<file path="config.mk">
export PLATFORM = sky130hd
export DESIGN_NAME = pll_div_bank
export DESIGN_NICKNAME = d
export VERILOG_FILES = /design/src/rtl/pll_div_pkg.sv /design/src/rtl/pll_div_chan.sv /design/src/rtl/pll_div_bank.sv
export SDC_FILE = /design/constraint.sdc
export NUM_CORES = 1
export LEC_CHECK = 0
export CORE_ASPECT_RATIO = 0.5
export CORE_MARGIN = 2
export CORE_UTILIZATION = 55
export DETAILED_ROUTE_END_ITERATION = 16
export PLACE_DENSITY = 0.74
export SLEW_MARGIN = 30
export SYNTH_ARGS = -nofsm -noshare
export SYNTH_HDL_FRONTEND = slang
export SYNTH_SLANG_ARGS = --single-unit
</file>
<file path="constraint.sdc">
create_clock -name clock -period 3.82 [get_ports clock]
set_clock_uncertainty 0.2 [all_clocks]
set_input_delay 0.573 -clock clock [delete_from_list [all_inputs] [get_ports clock]]
set_output_delay 0.573 -clock clock [all_outputs]
set_load 0.1 [all_outputs]
</file>
<file path="src/rtl/pll_div_pkg.sv">
// Shared types and sizing helpers for the multi-channel clock divider bank.
package pll_div_pkg;

  // Width of a divide ratio; the config struct below is built on it, so the
  // top-level DIV_W parameter must stay equal to this value.
  localparam int CFG_DIV_W = 8;

  // Default lock qualification length and the counter width it needs.
  localparam int LOCK_PERIODS_DEF = 16;
  localparam int LOCK_CW = $clog2(LOCK_PERIODS_DEF + 1);

  typedef struct packed {
    logic [CFG_DIV_W-1:0] div;
    logic                 bypass;
  } pll_div_cfg_t;

  // Channel-select width; a single channel still gets a 1-bit select.
  function automatic int chan_w(input int channels);
    return (channels > 1) ? $clog2(channels) : 1;
  endfunction

  // Lock counter width able to hold the value LOCK_PERIODS without wrapping.
  function automatic int lock_cw(input int periods);
    return $clog2(periods + 1);
  endfunction

endpackage

</file>
<file path="src/rtl/pll_div_chan.sv">
// One divider channel: period counter, active/pending config and lock tracking.
// A pending config only takes effect at a period boundary, so output periods
// are never cut short.
module pll_div_chan
  import pll_div_pkg::*;
#(
  parameter int RESET_DIV    = 2,
  parameter int LOCK_PERIODS = LOCK_PERIODS_DEF
) (
  input  logic         clock,
  input  logic         reset_n,
  input  logic         cfg_wr,
  input  pll_div_cfg_t cfg,
  output logic         pending,
  output logic         clk_en,
  output logic         clk_level,
  output logic         lock
);

  localparam int LCW = lock_cw(LOCK_PERIODS);
  localparam logic [CFG_DIV_W-1:0] DIV_ONE   = CFG_DIV_W'(1);
  localparam logic [CFG_DIV_W-1:0] DIV_RST   = CFG_DIV_W'(RESET_DIV);
  localparam logic [CFG_DIV_W:0]   HALF_ONE  = (CFG_DIV_W + 1)'(1);
  localparam logic [LCW-1:0]       LOCK_ONE  = LCW'(1);
  localparam logic [LCW-1:0]       LOCK_TGT  = LCW'(LOCK_PERIODS);
  localparam logic [LCW-1:0]       LOCK_LAST = LCW'(LOCK_PERIODS - 1);

  pll_div_cfg_t         cur_q;
  pll_div_cfg_t         pend_cfg_q;
  logic                 pend_q;
  logic [CFG_DIV_W-1:0] cnt_q;
  logic                 lock_q;
  logic [LCW-1:0]       lock_cnt_q;

  logic [CFG_DIV_W-1:0] n;
  logic [CFG_DIV_W:0]   half;
  logic                 period_end;
  logic                 apply;
  logic                 cfg_change;
  pll_div_cfg_t         cfg_norm;

  // Divide ratio is stored already normalised (0 becomes 1), so n is the live ratio.
  assign n          = cur_q.div;
  assign half       = ({1'b0, n} + HALF_ONE) >> 1;
  assign period_end = cur_q.bypass | (cnt_q == (n - DIV_ONE));
  assign apply      = pend_q & period_end;
  assign cfg_change = (pend_cfg_q != cur_q);

  assign cfg_norm.div    = (cfg.div == '0) ? DIV_ONE : cfg.div;
  assign cfg_norm.bypass = cfg.bypass;

  // Outputs are forced low while reset is held; cnt resets to 0, which would
  // otherwise raise clk_en during reset.
  assign clk_en    = reset_n & (cur_q.bypass | (cnt_q == '0));
  assign clk_level = reset_n & (cur_q.bypass | ({1'b0, cnt_q} < half));
  assign lock      = reset_n & lock_q;
  assign pending   = pend_q;

  // Config staging: accept into the pending slot, promote it at a period end.
  always_ff @(posedge clock or negedge reset_n) begin
    if (!reset_n) begin
      cur_q.div         <= DIV_RST;
      cur_q.bypass      <= 1'b0;
      pend_cfg_q.div    <= DIV_RST;
      pend_cfg_q.bypass <= 1'b0;
      pend_q            <= 1'b0;
    end else begin
      if (apply) begin
        cur_q  <= pend_cfg_q;
        pend_q <= 1'b0;
      end
      if (cfg_wr) begin
        pend_cfg_q <= cfg_norm;
        pend_q     <= 1'b1;
      end
    end
  end

  // Period counter: wraps at the period end, held at 0 in bypass.
  always_ff @(posedge clock or negedge reset_n) begin
    if (!reset_n) begin
      cnt_q <= '0;
    end else if (period_end) begin
      cnt_q <= '0;
    end else begin
      cnt_q <= cnt_q + DIV_ONE;
    end
  end

  // Lock qualification: count whole periods after a real change, saturating at lock.
  always_ff @(posedge clock or negedge reset_n) begin
    if (!reset_n) begin
      lock_q     <= 1'b0;
      lock_cnt_q <= '0;
    end else if (apply && cfg_change) begin
      lock_q     <= pend_cfg_q.bypass;
      lock_cnt_q <= '0;
    end else if (cur_q.bypass) begin
      lock_q <= 1'b1;
    end else if (!lock_q && period_end) begin
      if (lock_cnt_q == LOCK_LAST) begin
        lock_q     <= 1'b1;
        lock_cnt_q <= LOCK_TGT;
      end else begin
        lock_cnt_q <= lock_cnt_q + LOCK_ONE;
      end
    end
  end

endmodule

</file>
<file path="src/rtl/pll_div_bank.sv">
// Bank of programmable integer clock dividers sharing one reference clock and
// one valid/ready reconfiguration port.
module pll_div_bank
  import pll_div_pkg::*;
#(
  parameter int CHANNELS     = 4,
  parameter int DIV_W        = CFG_DIV_W,
  parameter int RESET_DIV    = 2,
  parameter int LOCK_PERIODS = LOCK_PERIODS_DEF,
  localparam int CHAN_W      = chan_w(CHANNELS)
) (
  input  logic                clock,
  input  logic                reset_n,
  input  logic                io_cfg_valid,
  output logic                io_cfg_ready,
  input  logic [CHAN_W-1:0]   io_cfg_chan,
  input  logic [DIV_W-1:0]    io_cfg_div,
  input  logic                io_cfg_bypass,
  output logic [CHANNELS-1:0] io_clk_en,
  output logic [CHANNELS-1:0] io_clk_level,
  output logic [CHANNELS-1:0] io_lock,
  output logic                io_lock_all
);

  pll_div_cfg_t        cfg_in;
  logic [CHANNELS-1:0] cfg_wr;
  logic [CHANNELS-1:0] pend;

  assign cfg_in.div    = io_cfg_div;
  assign cfg_in.bypass = io_cfg_bypass;

  // Ready follows the addressed channel's pending slot; an unknown channel is
  // always ready so its request is consumed and dropped.
  always_comb begin
    io_cfg_ready = 1'b1;
    for (int i = 0; i < CHANNELS; i++) begin
      if (io_cfg_chan == CHAN_W'(i)) io_cfg_ready = ~pend[i];
    end
  end

  for (genvar g = 0; g < CHANNELS; g++) begin : g_chan
    assign cfg_wr[g] = io_cfg_valid & io_cfg_ready & (io_cfg_chan == CHAN_W'(g));

    pll_div_chan #(
      .RESET_DIV    (RESET_DIV),
      .LOCK_PERIODS (LOCK_PERIODS)
    ) u_chan (
      .clock     (clock),
      .reset_n   (reset_n),
      .cfg_wr    (cfg_wr[g]),
      .cfg       (cfg_in),
      .pending   (pend[g]),
      .clk_en    (io_clk_en[g]),
      .clk_level (io_clk_level[g]),
      .lock      (io_lock[g])
    );
  end

  assign io_lock_all = &io_lock;

endmodule

</file>
# After elaboration in Yosys (flattened, before gate mapping)
# Cells that the tools add are included.
# Widths: inputs -> output; s select.
[word_totals]
input_bits = 14
out_inout_bits = 14
regBits = 132
[op_classes]
add_sub_neg = 16
n_lt_le_gt_ge = 4
mux = 49
bitwise_logic = 37
eq_ne = 19
n_reduce_logical = 43
[op_table]
columns = ["op", "count"]
rows = [
  ["$mux 5", 16],
  ["$logic_not 8->1", 5],
  ["$mux 8", 5],
  ["$add 8x1->9 const B", 4],
  ["$ne 9x9->1", 4],
  ["$add 8x1->8 const B", 4],
  ["$eq 8x8->1", 4],
  ["$lt 8x8->1", 4],
  ["$sub 8x1->8 const B", 4],
  ["$mux 1", 28],
  ["$reduce_bool 3->1", 8],
  ["$and 1x1->1", 21],
  ["$add 5x1->5 const B", 4],
  ["$eq 5x4->1 const B", 4],
  ["$reduce_and 2->1", 8],
  ["$reduce_bool 2->1", 8],
  ["$or 1x1->1", 12],
  ["$logic_and 1x1->1", 8],
  ["$ne 2x2->1 const B", 4],
  ["$eq 2x2->1 const B", 2],
  ["$logic_not 1->1", 4],
  ["$not 1->1", 4],
  ["$reduce_and 4->1", 1],
  ["$eq 2x1->1 const B", 1],
  ["$logic_not 2->1", 1],
]

# Depth between registers and ports, before layout
[depth]
depth_word = 8
depth_mapped = 11
depth_no_buf = 9

# By module
# From an unflattened synthesis, not the netlist that was laid out.
[hier_totals]
cells_unflattened = 848
hier_area_um2 = 8530.7
[modules_own_cells]
columns = ["module", "n_inst", "area_per_inst_um2", "cells_per_inst"]
rows = [
  ["pll_div_chan (g_chan[0].u_chan ...)", 3, 2093.3, 209],
  ["pll_div_chan (g_chan[1].u_chan)", 1, 2178.3, 213],
  ["pll_div_bank", 1, 72.6, 8],
]

# Least setup slack after synthesis
# Ideal clock, no wire load.
[synth_timing]
path_type = "register to output"
startpoint = "register g_chan[2].u_chan.cur_q (netlist bit g_chan[2].u_chan.n[1])"
endpoint = "output port io_clk_level[2]"
path_stages_with_launch = 11
arrival_ns = 2.412
setup_slack_ns = 0.635
t_required_ns = 3.047
path_cell_list = "dfstp_2 -> clkbuf_1 -> and3_1 -> nand3_1 -> or2_2 -> xor2_1 -> ha_1 -> o21ai_0 -> a21oi_1 -> o41ai_1 -> buf_4"
[synth_via]
elab_chain_cells = 4
[synth_lines]
columns = ["element", "line", "source"]
rows = [
  ["from (decl)", "pll_div_chan.sv:28", "pll_div_cfg_t cur_q;"],
  ["from (signal assigned)", "pll_div_chan.sv:69", "cur_q <= pend_cfg_q;"],
  ["$add 8x1->9", "pll_div_chan.sv:44", "assign half = ({1'b0, n} + HALF_ONE) >> 1;"],
  ["$lt 8x8->1", "pll_div_chan.sv:55", "assign clk_level = reset_n & (cur_q.bypass | ({1'b0, cnt_q} < half));"],
  ["$or 1x1->1", "pll_div_chan.sv:55", ""],
  ["$and 1x1->1", "pll_div_chan.sv:55", ""],
  ["to (decl)", "pll_div_bank.sv:20", "output logic [CHANNELS-1:0] io_clk_level,"],
]
# No other way between the ends.

# Final worst setup path
[layout_timing]
startpoint = "register g_chan[2].u_chan.cur_q (netlist bit g_chan[2].u_chan.n[0])"
endpoint = "output port io_clk_level[2]"
# The elaborated chain is that of the path after synthesis.

==> parameters.txt <==
Parameter                              Value

Clock network
  Clock tree from TritonCTS ... yes
  Cell at the root of the clock tree ... clkbuf_16
  CTS Buf Count ... 17
  Clock net sink count ... 132
  Clock-pin slew on the worst setup and hold paths ... 50 ps
  CTS H-tree depth ... 4
  Deepest clock path buffer count ... 2
  Post-CTS Setup Inserts ... 0
  Clk Latency, worst-skew pair ... around 420 ps

Routing
  Average wire per cell in the routed design ... 17.09 um
  Uppermost layer routed ... met4
  Post-route met1 wirelength ... roughly 9 mm
  Routed met2 length ... 8.449 mm
  Post-route DRC violation count ... 0
  Wirelength, routed ... around 18 mm
  Pre-Repair DR Iteration Count ... 5
  Detailed router's first-iteration violation count ... 409
  Vias post-DR ... 6188
  Remaining antenna violation count after routing ... 0
  Routed via count divided by cell count ... 5.821
  Wire length on met3 ... 609 um

Yosys
  Number of enable flip-flop cells after synthesis ... 0
  Area share of the largest cell type after synthesis ... 0.3628
  Cell types occupying the most area after synthesis ... dfrtp_1 36%, ha_1 7.6%, mux2_2 6.7%
  Synth area leader ... dfrtp_1
  Netlist area before placement ... 8552 um^2
  Proportion of register bits with asynchronous set or reset after synthesis ... 1.000
  Distinct cell type count after synthesis ... 66
  Syn nets ... 919
  Count of yosys warnings during synthesis ... 0
  Primary FF master, synth ... dfrtp_1
  Gate Count Post-Synth ... approximately 850
  Register bit total from synthesis ... 132
  Register area share after synthesis ... 0.3874
  Post-synthesis average cell area ... 10.03 um^2

Floorplanning
  Die Area ... 16620 um^2
  IO Pins ... 28
  Y dimension of the die ... 92.18 um
  Cell Rows ... 32
  Effective utilization at floorplan ... 0.5591
  Die outline width ... 180.3 um
  Area of the core region ... 15290 um^2

Setup path
  Type of the worst setup path ... reg2out
  Worst reg2reg path startpoint ... g_chan[3].u_chan.n[0]
  Capture instance of the worst register-to-register path ... g_chan[3].u_chan.lock_q
  Type of origin of the critical path ... register
  Worst reg-to-reg setup slack ... about 600 ps
  Critical path peak fanout ... 10
  Endpoint kind of the worst setup timing path ... output port
  Required time at the worst-slack endpoint ... 3050 ps
  Number of cells on the worst reg-to-reg path ... 9
  Arrival time of data at the critical path endpoint ... 2990 ps

STA
  Number of pins with negative max-slew slack in the final report ... 0
  Headroom to the max-slew limit ... 0.5251
  Period utilization ... 0.9857
  Worst-Margin Slew ... a little over 700 ps
  Achievable clock frequency ... approximately 270 MHz
  Crit path time final ... about 3800 ps
  Final hold violation count ... 0
  Setup-violating endpoint count in the final report ... 0
  Hold Slack ... 293.2 ps

Flow run
  Max_cap viols ... 0

Global route
  Number of antenna violations at the first check in global routing ... 0
  Via count of the first global-routing pass ... 6164
  Wire length of the first global-routing pass ... 31.01 mm
  Largest net degree at the start of global routing ... 44
  Global-route usage over all layers ... 0.2314
  GR Overflow Total ... 0

Placement
  Number of buffers inserted by port buffering ... 27
  DPL Wire Length ... 12.43 mm
  Post-placement cell count ... 1031
  Final estimated routing congestion in global placement ... roughly 0.85
  Placed instance area ... between 8000 and 9000 um^2

Cells and area
  Antenna fix cells ... 0
  Design Area, Final ... 9578 um^2
  Final layout net count ... approximately 910
  Fraction of final layout cells with drive strength greater than 1 ... 0.1676
  Area added between synthesis and finish ... 12.00%
  Top library cells by usage in the layout, fill and taps aside ... 124 x dfrtp_1, 67 x nor2_1, 61 x xor2_1
  Final core utilization ... 0.6262
  Count of non-filler cells in the finished layout ... 1063
  Most frequent standard cell in the layout excluding fill and tap cells ... dfrtp_1

Power
  Static power due to leakage ... 4.248 nW
  Portion of total power attributed to the clock network ... 0.451
  Cell Pwr Density ... 406.5 nW/um^2
  Seq pwr share ... 0.447
  Internal power summed over all cells ... ~0.0029 W
  Switching power of the nets ... 0.0009679 W
  Worst ir drop on vdd ... 0.3993 mV
  Fraction of power spent switching nets ... 0.2486
  Relative contribution of combinational cells to total power ... 0.102

Outcome
  Run status ... completed

Hold path
  Hold Path Class ... in2async
-- sequential cells by signal, summed over array words and instances (netlist names) --
signal	cells
g_chan.u_chan.pend_cfg_q	36
g_chan.u_chan.cnt_q	32
g_chan.u_chan.n	32
g_chan.u_chan.lock_cnt_q	20
g_chan.u_chan.cur_q	4
g_chan.u_chan.lock_q	4
g_chan.u_chan.pending	4
-- per-layer routing --
| layer | vias to the layer above | global-route usage |
|---|---|---|
| met5 | - | 0 |
| met4 | 0 | 0.07661 |
| met3 | 26 | 0.03773 |
| met2 | 130 | 0.3721 |
| met1 | 3062 | 0.3213 |
| li1 | 2970 | - |
-- layout make-up --
type | instances | area, um^2
Clock inverter | 9 | 151.4
Tap cell | 204 | 255.2
Clock buffer | 22 | 474.2
Sequential cell | 132 | 3313
Timing Repair Buffer | 37 | 414.1
Inverter | 34 | 127.6
Multi-Input combinational cell | 625 | 4842
Fill cell | 1212 | 5717
-- stage by stage --
stage / TNS, ps / power (W) / worst slack (ps)
6_report: 0 / 0.003893 / 54.61
5_1_grt: -51.58 / 0.004034 / -51.58
4_1_cts: 0 / 0.003909 / 4.569
3_5_place_dp: 0 / 0.002154 / 490.2
3_3_place_gp: 0 / 0.002131 / 502.6
2_1_floorplan: 0 / 0.001994 / 634.8
-- worst max path at each step --
stage,startpoint,endpoint,slack (ps),cells after the start
CTS,g_chan[2].u_chan.n[0],io_clk_level[2],5,10
floorplan,g_chan[2].u_chan.n[1],io_clk_level[2],630,10
detailed placement,g_chan[0].u_chan.n[1],io_clk_level[0],490,9
global placement,g_chan[0].u_chan.n[1],io_clk_level[0],500,9
global route,g_chan[2].u_chan.n[1],io_clk_level[2],-50,10
finish,g_chan[2].u_chan.n[0],io_clk_level[2],50,10
-- cells by family after synthesis --
family,share of synthesized area
AND/OR/NAND/NOR,0.1697
flip-flops,0.3874
XOR/XNOR,0.1208
AO/OA/AOI/OAI,0.09349
buffers and inverters,0.05135
multiplexers,0.1011
adder cells (fa/ha/maj),0.07608
-- critical path, stage by stage, from the launching register on --
cell and delay, ps:
dfrtp_1 500, ha_1 300, xnor2_1 140, ha_1 310, a21boi_0 120, o21ai_0 160
a21boi_0 100, o21ai_0 200, a21oi_1 130, o41ai_2 380, buf_12 230
-- cells in the mapped netlist, drive strengths merged (3+ instances only) --
cell type	n
inv	34
clkbuf	28
xnor2	57
ha	52
a21boi	8
nor4	8
a21o	5
and3	20
o21ai	24
or4	5
a221oi	4
xor2	61
or4b	3
nor3b	6
buf	34
o41ai	7
nand2b	5
o31a	3
or3	4
o211ai	3
a21oi	36
dfrtp	124
or3b	3
and2	9
nand2	34
nand3	47
a31oi	7
mux2	73
nand3b	3
a311oi	5
nor4b	5
dfstp	8
nor3	22
nand4	6
or2	11
nor2	69
-- power by group through the flow --
stage / registers (W) / clock network [W] / logic, W
5_1_grt: 0.00176 / 0.00184 / 0.000439
6_report: 0.00174 / 0.00176 / 0.000399
3_5_place_dp: 0.00176 / 0 / 0.000398
4_1_cts: 0.00174 / 0.00177 / 0.000403
2_1_floorplan: 0.00170 / 0 / 0.000299
3_3_place_gp: 0.00175 / 0 / 0.000385
-- repair_timing --
item,4_1_cts,5_1_grt
endpoints found under the setup margin,1,3
hold endpoints to repair,1,0
gates resized for setup,1,3
hold buffers,1,0
No activity file was read; power rests on OpenSTA's default activity.
==> variant 1 (same flow settings) <==
Change the parameter `CHANNELS` from 4 to 6.
--- a/src/rtl/pll_div_bank.sv
+++ b/src/rtl/pll_div_bank.sv
@@ -3,7 +3,7 @@
 module pll_div_bank
   import pll_div_pkg::*;
 #(
-  parameter int CHANNELS     = 4,
+  parameter int CHANNELS     = 6,
   parameter int DIV_W        = CFG_DIV_W,
   parameter int RESET_DIV    = 2,
   parameter int LOCK_PERIODS = LOCK_PERIODS_DEF,
Interface: changed (resized io_cfg_chan, io_clk_en, io_clk_level and io_lock); port bits go from 28 to 35. The function was not compared with the original's and may differ.
==> variant 1 against the original RTL <==
Via count grew 52%. Sequential share of layout area up 0.88 points. Register-to-register slack got worse by 0.30 ns. Total power up 17%. Setup slack better by 0.063 ns. Die area is 47% higher. Wire length increased by 52%. Final area up 46%. Combinational power down 1%. Area after synthesis grew 49%. Sequential cell count grew 66. Critical path depth is the same.
==> variant 1: results (changes against the original RTL) <==
** Routing
- The mean routed wirelength per cell came to 17.2 µm (was 17.1 µm).
- Total Routed Length :: 27.6 mm (was 18.2 mm)

** Clocking
- The insertion delay of the later-clocked pin in the worst-skew pair came to 0.46 ns (was 0.42 ns).
- Clock-pin slew of the registers on the worst-case setup and hold paths :: 0.07 ns (was 0.05 ns)

** Logic synthesis
- The number of standard cells after synthesis came to 1,304 (was 853).
- Synth top area cells :: dfrtp_1 (37%), mux2_2 (9.5%), ha_1 (7.7%) (was dfrtp_1 (36%), ha_1 (7.6%), mux2_2 (6.7%))
- The net count after synthesis came to 1,397 (was 919).
- Share of the yosys chip area belonging to registers :: 39.0% (was 38.7%)
- Top cells by count, synth: dfrtp_1 (186), nor2_1 (113), mux2_2 (108), xor2_1 (105) (was dfrtp_1 (124), nor2_1 (67), xor2_1 (61), xnor2_1 (57), ha_1 (52)).
- The post-synthesis cell type count is 61 (was 66).

** GRT
- The via count of the first global-routing pass is 9,243 (was 6,164).
- The global routing usage on met2 came to 39.0% (was 37.2%).
- Met1 track utilization from global routing :: 31.6% (was 32.1%)

** Power and ir drop
- The static leakage is 0.00637 µW (was 0.00425 µW).
- Worst IR drop on VDD :: 321 µV (was 399 µV)
- Seq group :: 2390 µW (was 1740 µW)
- The power attributed to combinational cells was 394 µW (was 399 µW).

** Critical path
- Biggest fanout along the worst timing path :: 8 (was 10)
- The critical path's largest stage delay was 0.64 ns (was 0.50 ns).
- Launching element of the worst setup path :: g_chan[4].u_chan.n[1] (was g_chan[2].u_chan.n[0])
- Reg2Reg Launch Point :: g_chan[2].u_chan.n[1] (was g_chan[3].u_chan.n[0])
- Worst Path Arrival :: 2.93 ns (was 2.99 ns)

** Layout
- Share of post-route cells with drive strength above 1 :: 17.7% (was 16.8%)

** Worst hold path
- The path category of the worst min-delay check was register to register (was input port to async pin).

** Placed design
- The pre-CTS setup slack was 0.418 ns (was 0.490 ns).
- The standard cell area after detailed placement came to 13,300 µm² (was 8910 µm²).
- Gpl congestion :: 0.890 (was 0.850)

** Run status
- Outcome :: finished, final reports clean (unchanged)
variant 1: cell count changes after synthesis, sizes merged, moves of 14 or more:
cell    before  now
a21oi       36   52
and3        20   34
clkbuf      28   50
dfrtp      124  186
ha          52   78
inv         34   53
mux2        73  108
nand3       47   80
nor2        69  113
o21ai       24   40
xnor2       57   78
xor2        61  105
variant 1: repair_timing:
item,4_1_cts,5_1_grt
endpoints found under the setup margin,3,6
pin swaps,0,4
gates resized for setup,3,22
hold buffers,1,0
endpoints found under the hold margin,26,0
setup buffers,0,8
variant 1: cell families after synthesis:
kind of cell / Yosys count / share of synthesized area [%]
buffers and inverters: 150 / 5.28
xor gates and xnor gates: 183 / 12.6
AOI/OAI and AO/OA: 166 / 8.27
muxes: 116 / 10.2
DFF: 198 / 39.0
adders and majority gates: 78 / 7.66
and+or+nand+nor: 413 / 17.0
variant 1: per-layer routing:
| metal | share of wire, % | wire length (µm) |
|---|---|---|
| met4 | 2.1 | 576 |
| met1 | 46 | 12700 |
| met5 | 0 | 0 |
| met3 | 3.7 | 1040 |
| met2 | 48 | 13300 |
variant 1: layout make-up:
class                   count  area [µm²]
clock buffers              17         425
multi-input cells         956        7180
fillers                  1828        8760
flip-flops and latches    198        4970
clock inverters            15         151
well taps                 307         384
repair buffers             61         712
inverters                  54         203
variant 1: path summary, 6_finish.rpt:
path	endpoint	slack, ns	cells past startpoint
min	g_chan[4].u_chan.lock_cnt_q[4]	0.33	2
max reg2reg	g_chan[2].u_chan.lock_q	0.30	9
max in group asynchronous	g_chan[3].u_chan.n[1]	1.96	4
min reg2reg	g_chan[4].u_chan.lock_cnt_q[4]	0.33	2
min in group asynchronous	g_chan[4].u_chan.cnt_q[7]	0.38	2
max	io_clk_level[4]	0.12	10
==> variant 2 (same settings) <==
Made on the original files. Make the reset (`reset_n`) synchronous in 3 clocked blocks.
--- a/src/rtl/pll_div_chan.sv
+++ b/src/rtl/pll_div_chan.sv
@@ -57,7 +57,7 @@
   assign pending   = pend_q;
 
   // Config staging: accept into the pending slot, promote it at a period end.
-  always_ff @(posedge clock or negedge reset_n) begin
+  always_ff @(posedge clock) begin
     if (!reset_n) begin
       cur_q.div         <= DIV_RST;
       cur_q.bypass      <= 1'b0;
@@ -77,7 +77,7 @@
   end
 
   // Period counter: wraps at the period end, held at 0 in bypass.
-  always_ff @(posedge clock or negedge reset_n) begin
+  always_ff @(posedge clock) begin
     if (!reset_n) begin
       cnt_q <= '0;
     end else if (period_end) begin
@@ -88,7 +88,7 @@
   end
 
   // Lock qualification: count whole periods after a real change, saturating at lock.
-  always_ff @(posedge clock or negedge reset_n) begin
+  always_ff @(posedge clock) begin
     if (!reset_n) begin
       lock_q     <= 1'b0;
       lock_cnt_q <= '0;
Check against the original RTL: differs if reset_n is asserted again (counterexample within 4 cycles, from zero or initial values and one cycle with reset_n low); with reset_n held inactive, the same outputs for 4 cycles.
==> variant 2 against the original RTL <==
Wire length down 0.42%. Sequential power decreased by 13%. Area after synthesis fell by 6.6%. Critical path depth unchanged. Total power fell by 1.1%. Sequential cell count unchanged. Final area down 6.8%. Setup slack improved by 0.16 ns. Critical path type unchanged. Largest cell class unchanged. Largest power group unchanged.
==> variant 2: results (changes against the original RTL) <==
** Logic synthesis
- Synth top area cells: dfxtp_1 (33%), ha_1 (8.1%), xor2_1 (7.9%) (was dfrtp_1 (36%), ha_1 (7.6%), mux2_2 (6.7%)).
- The most frequently used flop master after synthesis is dfxtp_1 (was dfrtp_1).
- Top cells by count, synth: dfxtp_1 (132), nor2_1 (100), nand2_1 (90), xor2_1 (72), nand3_1 (68) (was dfrtp_1 (124), nor2_1 (67), xor2_1 (61), xnor2_1 (57), ha_1 (52)).
- The share of flip-flops with an asynchronous set or reset after synthesis is 0% (was 100%).
- Count of different cell masters after synthesis :: 65 (was 66)

** Run status
- Outcome: finished, final reports clean (unchanged).

** Critical path
- The startpoint of the worst register-to-register path is g_chan[2].u_chan.n[1] (was g_chan[3].u_chan.n[0]).
- Biggest fanout along the worst timing path :: 11 (was 10)
- The arrival time at the worst endpoint was 2.84 ns (was 2.99 ns).
- The highest-delay cell along the critical path is dfxtp_2 (was dfrtp_1).
- The timing startpoint of the critical path was g_chan[0].u_chan.n[0] (was g_chan[2].u_chan.n[0]).
- Max incr delay on CP :: 0.45 ns (was 0.50 ns)

** Routing
- The number of vias in the routed layout was 6,718 (was 6,188).
- First-iteration detailed-routing DRC count :: 420 (was 409)
- The mean routed wirelength per cell is 15.4 µm (was 17.1 µm).

** GRT
- The via count of the first global-routing pass is 6,179 (was 6,164).
- Global-route wire length before repair :: 29.9 mm (was 31.0 mm)
- The all-layer global routing usage was 23.8% (was 23.1%).

** Power and ir drop
- Switching part of the total :: 30.2% (was 24.9%)
- The static leakage was 0.00362 µW (was 0.00425 µW).

** Worst hold path
- The path category of the worst min-delay check is register to register (was input port to async pin).

** Layout
- Net total in the final layout :: 1,026 (was 913)
- The layout cell share with drive strength beyond 1 came to 8.94% (was 16.8%).

** Timing
- Relative slew slack :: 47.7% (was 52.5%)

** Placed design
- Detailed placement HPWL :: 12.5 mm (was 12.4 mm)
- Gpl congestion :: 0.829 (was 0.850)

** Clocking
- Number of clock buffers inserted by TritonCTS :: 17 (unchanged)
-- variant 2: logic make-up after synthesis --
group	share of synthesized area [%]
AND/OR/NAND/NOR	22.7
AO/OA/AOI/OAI	12.2
flip-flops	33.1
XOR/XNOR	13.4
buffers and inverters	5.83
adder cells (fa/ha/maj)	8.14
multiplexers	4.76
-- variant 2: worst paths after layout --
check / endpoint / slack (ns) / depth (start not counted)
setup / recovery: io_clk_level[0] / 0.21 / 10
hold / removal: g_chan[2].u_chan.lock_cnt_q[4] / 0.26 / 2
setup reg to reg: g_chan[2].u_chan.lock_cnt_q[2] / 0.42 / 9
hold reg to reg: g_chan[2].u_chan.lock_cnt_q[4] / 0.26 / 2
-- variant 2: routing by layer --
layer,vias up,global-route usage (%),wire length (µm)
met2,138,40.4,8400
met5,-,0,0
li1,3346,-,-
met4,0,9.47,286
met3,29,4.12,709
met1,3205,30.9,8700
-- variant 2: area by class of cell --
cell class,instances,area (µm²)
fillers,1211,5380
multi-input cells,735,4910
flip-flops and latches,132,2650
clock buffers,19,443
repair buffers,39,408
well taps,198,248
clock inverters,13,134
inverters,35,131
-- variant 2: metrics by stage --
stage | cell area (µm²) | power, µW | hold slack, ns | cells | setup WS, ns
6_report | 8930 | 3850 | 0.259 | 1171 | 0.211
5_1_grt | 8930 | 4000 | 0.279 | 1171 | 0.0280
4_1_cts | 8900 | 3860 | 0.262 | 1171 | 0.0436
3_5_place_dp | 8320 | 2260 | 0.254 | 1139 | 0.372
3_3_place_gp | 8320 | 2240 | 0.238 | 1139 | 0.448
2_1_floorplan | 7990 | 2050 | 0.232 | 975 | 0.261
-- variant 2: tightest hold or removal path, cell delays in order (launching register included) --
cell and delay (ns):
dfxtp_1 0.31, nand2_1 0.05, a21oi_1 0.05
-- variant 2: power groups by stage --
| stage | Combinational [µW] | Sequential, µW | Clock (µW) |
|---|---|---|---|
| 2_1_floorplan | 532 | 1520 | 0 |
| 3_3_place_gp | 691 | 1550 | 0 |
| 3_5_place_dp | 709 | 1550 | 0 |
| 4_1_cts | 715 | 1520 | 1630 |
| 5_1_grt | 781 | 1530 | 1690 |
| 6_report | 718 | 1520 | 1610 |
